[src/rtl/shift_reg_pkg.sv]
// Shared definitions for the serial link: FSM state encoding and width helper.
package shift_reg_pkg;

   typedef enum logic {
      ST_IDLE  = 1'b0,
      ST_SHIFT = 1'b1
   } state_e;

   // Counter width for n states; never below one bit so WIDTH=1 still has a register.
   function automatic int unsigned clog2_min1(input int unsigned n);
      int unsigned r;
      r = $clog2(n);
      return (r == 0) ? 1 : r;
   endfunction

endpackage

[src/rtl/piso_bit_cnt.sv]
// Modulo-WIDTH bit counter: clear has priority, increments wrap at the terminal count.
module piso_bit_cnt
   import shift_reg_pkg::*;
#(
   parameter int unsigned WIDTH = 4,
   localparam int unsigned CW   = clog2_min1(WIDTH)
) (
   input  logic          clk,
   input  logic          rst,
   input  logic          clr,
   input  logic          inc,
   output logic [CW-1:0] cnt,
   output logic          term
);

   logic [CW-1:0] cnt_q, cnt_d;

   always_comb begin
      cnt_d = cnt_q;
      if (clr) begin
         cnt_d = '0;
      end else if (inc) begin
         cnt_d = term ? '0 : cnt_q + CW'(1);
      end
   end

   always_ff @(posedge clk or posedge rst) begin
      if (rst) begin
         cnt_q <= '0;
      end else begin
         cnt_q <= cnt_d;
      end
   end

   assign cnt  = cnt_q;
   assign term = (cnt_q == CW'(WIDTH - 1));

endmodule

[src/rtl/piso_tx.sv]
// Parallel-in serial-out transmitter with load/ready handshake and zero-gap reload.
module piso_tx
   import shift_reg_pkg::*;
#(
   parameter int unsigned WIDTH      = 4,
   parameter bit          MSB_FIRST  = 1'b1,
   parameter bit          IDLE_LEVEL = 1'b0
) (
   input  logic             clk,
   input  logic             rst,
   input  logic             load,
   input  logic [WIDTH-1:0] din,
   output logic             ready,
   output logic             sout,
   output logic             sout_valid,
   output logic             last
);

   localparam int unsigned CW = clog2_min1(WIDTH);

   state_e           state_q, state_d;
   logic [WIDTH-1:0] shift_q, shift_d;
   logic [CW-1:0]    cnt;
   logic             term;
   logic             cnt_clr;
   logic             cnt_inc;

   piso_bit_cnt #(.WIDTH(WIDTH)) u_cnt (
      .clk  (clk),
      .rst  (rst),
      .clr  (cnt_clr),
      .inc  (cnt_inc),
      .cnt  (cnt),
      .term (term)
   );

   // Next-state and datapath control; ready depends on registers only.
   always_comb begin
      state_d = state_q;
      shift_d = shift_q;
      cnt_clr = 1'b0;
      cnt_inc = 1'b0;
      ready   = (state_q == ST_IDLE) || ((state_q == ST_SHIFT) && term);
      case (state_q)
         ST_IDLE: begin
            if (load) begin
               shift_d = din;
               cnt_clr = 1'b1;
               state_d = ST_SHIFT;
            end
         end
         ST_SHIFT: begin
            if (!term) begin
               shift_d = MSB_FIRST ? (shift_q << 1) : (shift_q >> 1);
               cnt_inc = 1'b1;
            end else if (load) begin
               shift_d = din;
               cnt_clr = 1'b1;
            end else begin
               cnt_clr = 1'b1;
               state_d = ST_IDLE;
            end
         end
         default: state_d = ST_IDLE;
      endcase
   end

   // Serial outputs are decoded from registered state only, so they never glitch on inputs.
   always_comb begin
      sout       = IDLE_LEVEL;
      sout_valid = 1'b0;
      last       = 1'b0;
      if (state_q == ST_SHIFT) begin
         sout       = MSB_FIRST ? shift_q[WIDTH-1] : shift_q[0];
         sout_valid = 1'b1;
         last       = (cnt == CW'(WIDTH - 1));
      end
   end

   always_ff @(posedge clk or posedge rst) begin
      if (rst) begin
         state_q <= ST_IDLE;
         shift_q <= '0;
      end else begin
         state_q <= state_d;
         shift_q <= shift_d;
      end
   end

endmodule

[config.mk]
export PLATFORM = sky130hd
export DESIGN_NAME = piso_tx
export DESIGN_NICKNAME = d
export VERILOG_FILES = /design/src/rtl/shift_reg_pkg.sv /design/src/rtl/piso_bit_cnt.sv /design/src/rtl/piso_tx.sv
export SDC_FILE = /design/constraint.sdc
export NUM_CORES = 1
export LEC_CHECK = 0
export CAP_MARGIN = 20
export CORE_AREA = 4 4 41 43
export CTS_BUF_LIST = sky130_fd_sc_hd__clkbuf_2 sky130_fd_sc_hd__clkbuf_4 sky130_fd_sc_hd__clkbuf_8
export DETAILED_ROUTE_END_ITERATION = 10
export DIE_AREA = 0 0 45 47
export HOLD_SLACK_MARGIN = 0.06
export SYNTH_ARGS = -nofsm -noshare
export SYNTH_HDL_FRONTEND = slang
export SYNTH_SLANG_ARGS = --single-unit
[constraint.sdc]
create_clock -name clk -period 3.3 [get_ports clk]
set_input_delay 0.33 -clock clk [delete_from_list [all_inputs] [get_ports clk]]
set_output_delay 0.33 -clock clk [all_outputs]
set_load 0.02 [all_outputs]
==> results of run 1 <==
worst paths after layout:
kind                              end  slack [ns]  depth (start not counted)
max                              last        1.40                          3
min in group clk           shift_q[1]        0.50                          1
min reg2reg                shift_q[1]        0.50                          1
max reg2reg                shift_q[3]        2.05                          3
min                        shift_q[2]        0.31                          2
max in group asynchronous  shift_q[0]        2.77                          2
power by group:
part	switching [W]	leakage [nW]	internal, W
logic	0.0000783	0.135	0.000108
registers	0.0000249	0.0873	0.000119
clock network	0.0000304	0.0184	0.0000543
total	0.000134	0.240	0.000281
cell type report:
class	count	share of cell area, %
multi-input cells	20	35.8
flip-flops and latches	7	34.3
repair buffers	10	19.6
clock buffers	4	5.88
well taps	15	3.68
inverters	1	0.735
placed cells by master (no fill, tap or decap), drive strengths merged:
master         synthesis  layout
clkdlybuf4s50          0      10
mux2                   6       6
and2                   2       2
ha                     2       2
o2bb2ai                1       1
dfrtp                  7       7
nand2b                 3       3
inv                    1       1
mux2i                  1       1
nor2b                  1       1
or2                    1       1
clkbuf                 0       4
nor2                   2       2
a22o                   1       1
flip-flops by register name, indices dropped and copies added (netlist names):
register,flops
state_q,1
shift_q,4
u_cnt.cnt,2
through the flow:
step                utilization (%)  hold slack (ns)  cells  total power [W]
floorplan                         -            0.133     29         0.000268
finish                         39.2            0.310     57         0.000415
global route                   39.2            0.330     57         0.000448
detailed placement             36.9            0.504     53         0.000336
CTS                            39.2            0.307     57         0.000425
global placement               36.9            0.490     53         0.000328
kinds of logic after synthesis:
| group | synth area share, % |
|---|---|
| buffers and inverters | 4.03 |
| AND/OR/NAND/NOR | 13.8 |
| AO/OA/AOI/OAI | 4.70 |
| adder cells (fa/ha/maj) | 6.71 |
| flip-flops | 47.0 |
| multiplexers | 23.8 |
routing by layer:
metal	up-vias	share of wire, %
met5	-	0
met1	121	40
met3	4	6.6
met4	0	3.6
met2	8	50
li1	127	-
==> impl_metrics.env, run 1 <==
export IMPL_tightestPinTransition_ns=0.311
export IMPL_crit_start="u_cnt.cnt[0]"
export IMPL_max_slew_margin_pct=79.2
export IMPL_cts_sinks=7
export IMPL_cts_hold_buf=0
export IMPL_worstPathBufferInverterCount=1
export IMPL_vias=260
export IMPL_arrival_ns=1.57
export IMPL_ys_types=14
export IMPL_clockRootBuffer="clkbuf_4"
export IMPL_grt_util_met1_pct=6.73
export IMPL_place_congestion=0.768
export IMPL_cts_setup_buffers=0
export IMPL_antennaDiodeCount=0
export IMPL_min_period_over_period_pct=57.5
export IMPL_met2_usage_pct=13.0
export IMPL_wl_per_cell_microns=11.4
export IMPL_netlist_top_cells_count="dfrtp_1, mux2_2, mux2_4, nand2b_1"
export IMPL_timing_fmax_mhz=527
export IMPL_finalSetupViolations=0
export IMPL_grt_setup_unrepaired="no"
export IMPL_min_path_type="input port to async pin"
export IMPL_met3_usage_pct=3.45
export IMPL_grt_pass1_wl_microns=1070
export IMPL_fill_cells=140
export IMPL_synth_edf_count=0
export IMPL_finalHoldViolations=0
export IMPL_numCtsBuffers=3
export IMPL_placed_cell_area_sq_um=480
export IMPL_drt_iter0_drc=7
export IMPL_irDropWorstVdd_uv=352
export IMPL_fin_skew_ns=0.00293
export IMPL_r2r_start="u_cnt.cnt[0]"
export IMPL_critPathCaptureType="primary output"
export IMPL_grt_max_degree=8
export IMPL_regArea_sq_um=175
export IMPL_fin_setup_tns_ns=0
export IMPL_start_kind="register"
export IMPL_required_ns=2.97
export IMPL_critical_path_max_stage_delay_ns=0.53
export IMPL_outcome="finished clean"
export IMPL_drc_errors=0
export IMPL_ios=11
export IMPL_finalNetCount=52
export IMPL_path_max_fanout=4
export IMPL_grt_ovfl_total=0
export IMPL_clk_path_buf_depth=2
export IMPL_cp_top_family="buffers and inverters"
export IMPL_antenna_found_initial=0
export IMPL_synth_area_per_cell_sq_um=12.9
export IMPL_viasPerCell=4.56
export IMPL_synthDominantCellAreaShare_pct=47.0
export IMPL_die_h_microns=47
export IMPL_place_hpwl_microns=537
export IMPL_yosysSeqAreaShare_pct=47.0
export IMPL_synth_area_leaders="dfrtp_1, mux2_4, mux2_2, ha_1, nand2b_1"
export IMPL_tritoncts="yes"
export IMPL_drv_cap=0
export IMPL_layout_setup_ws_ns=1.40
export IMPL_yosysMostFrequentCell="dfrtp_1"
export IMPL_crit_chain="ha_1, and2_1, clkdlybuf4s50_1"
export IMPL_rows=13
export IMPL_multi_input_area_sq_um=183
export IMPL_dieArea_sq_um=2120
export IMPL_slew_violations=0
export IMPL_post_cts_resized=0
export IMPL_yosys_area_top_type="dfrtp_1"
export IMPL_antenna_left=0
export IMPL_numPortBuffers=10
export IMPL_period_minus_slack_ns=1.90
export IMPL_core_area_sq_um=1300
export IMPL_drive_gt1_share_pct=23.8
export IMPL_insertion_delay_ns=0.25
export IMPL_start_util_pct=28.7
export IMPL_postSynthCellCount=29
export IMPL_power_density_nw_per_um2=812
export IMPL_area_delta_synth_final_pct=36.9
export IMPL_cpMaxStageDelayCell="clkdlybuf4s50_1"
export IMPL_clkTransAtPathRegs_ns=0.05
export IMPL_ys_seq_elements=7
export IMPL_yosysWarnings=0
export IMPL_drt_pass1_iterations=4
export IMPL_grt_pass1_vias=257
export IMPL_grt_busiest_layer="met2"
export IMPL_power_leakage_nw=0.240
export IMPL_cts_htree_levels=1
export IMPL_fp_dieW_microns=45
export IMPL_wirelength_microns=647
export IMPL_dp_slack_ns=1.60
export IMPL_synthArstFlopShare_pct=100
export IMPL_fin_area_sq_um=510
export IMPL_syn_num_nets=38
export IMPL_track_usage_pct=7.64
export IMPL_synthFlopType="dfrtp_1"
export IMPL_critPathKind="register to primary output"
export IMPL_netlist_area_sq_um=373
Power figures use the tool's default switching activity.
==> inputs of run 2 (changes only) <==
- clock period: 3.3 -> 1.9 ns (I/O delays scaled with it)
==> results of run 2 <==
The final DEF is identical to that of run 1. Status: finished clean.
Among the figures that moved: setup slack after placement 1.60 ns -> 0.344 ns; setup slack after layout 1.40 ns -> 0.142 ns; hold slack 0.310 ns -> 0.170 ns; register-to-register setup slack 2.05 ns -> 0.65 ns; total power 0.000415 W -> 0.000720 W; worst IR drop on VDD 352 uV -> 612 uV
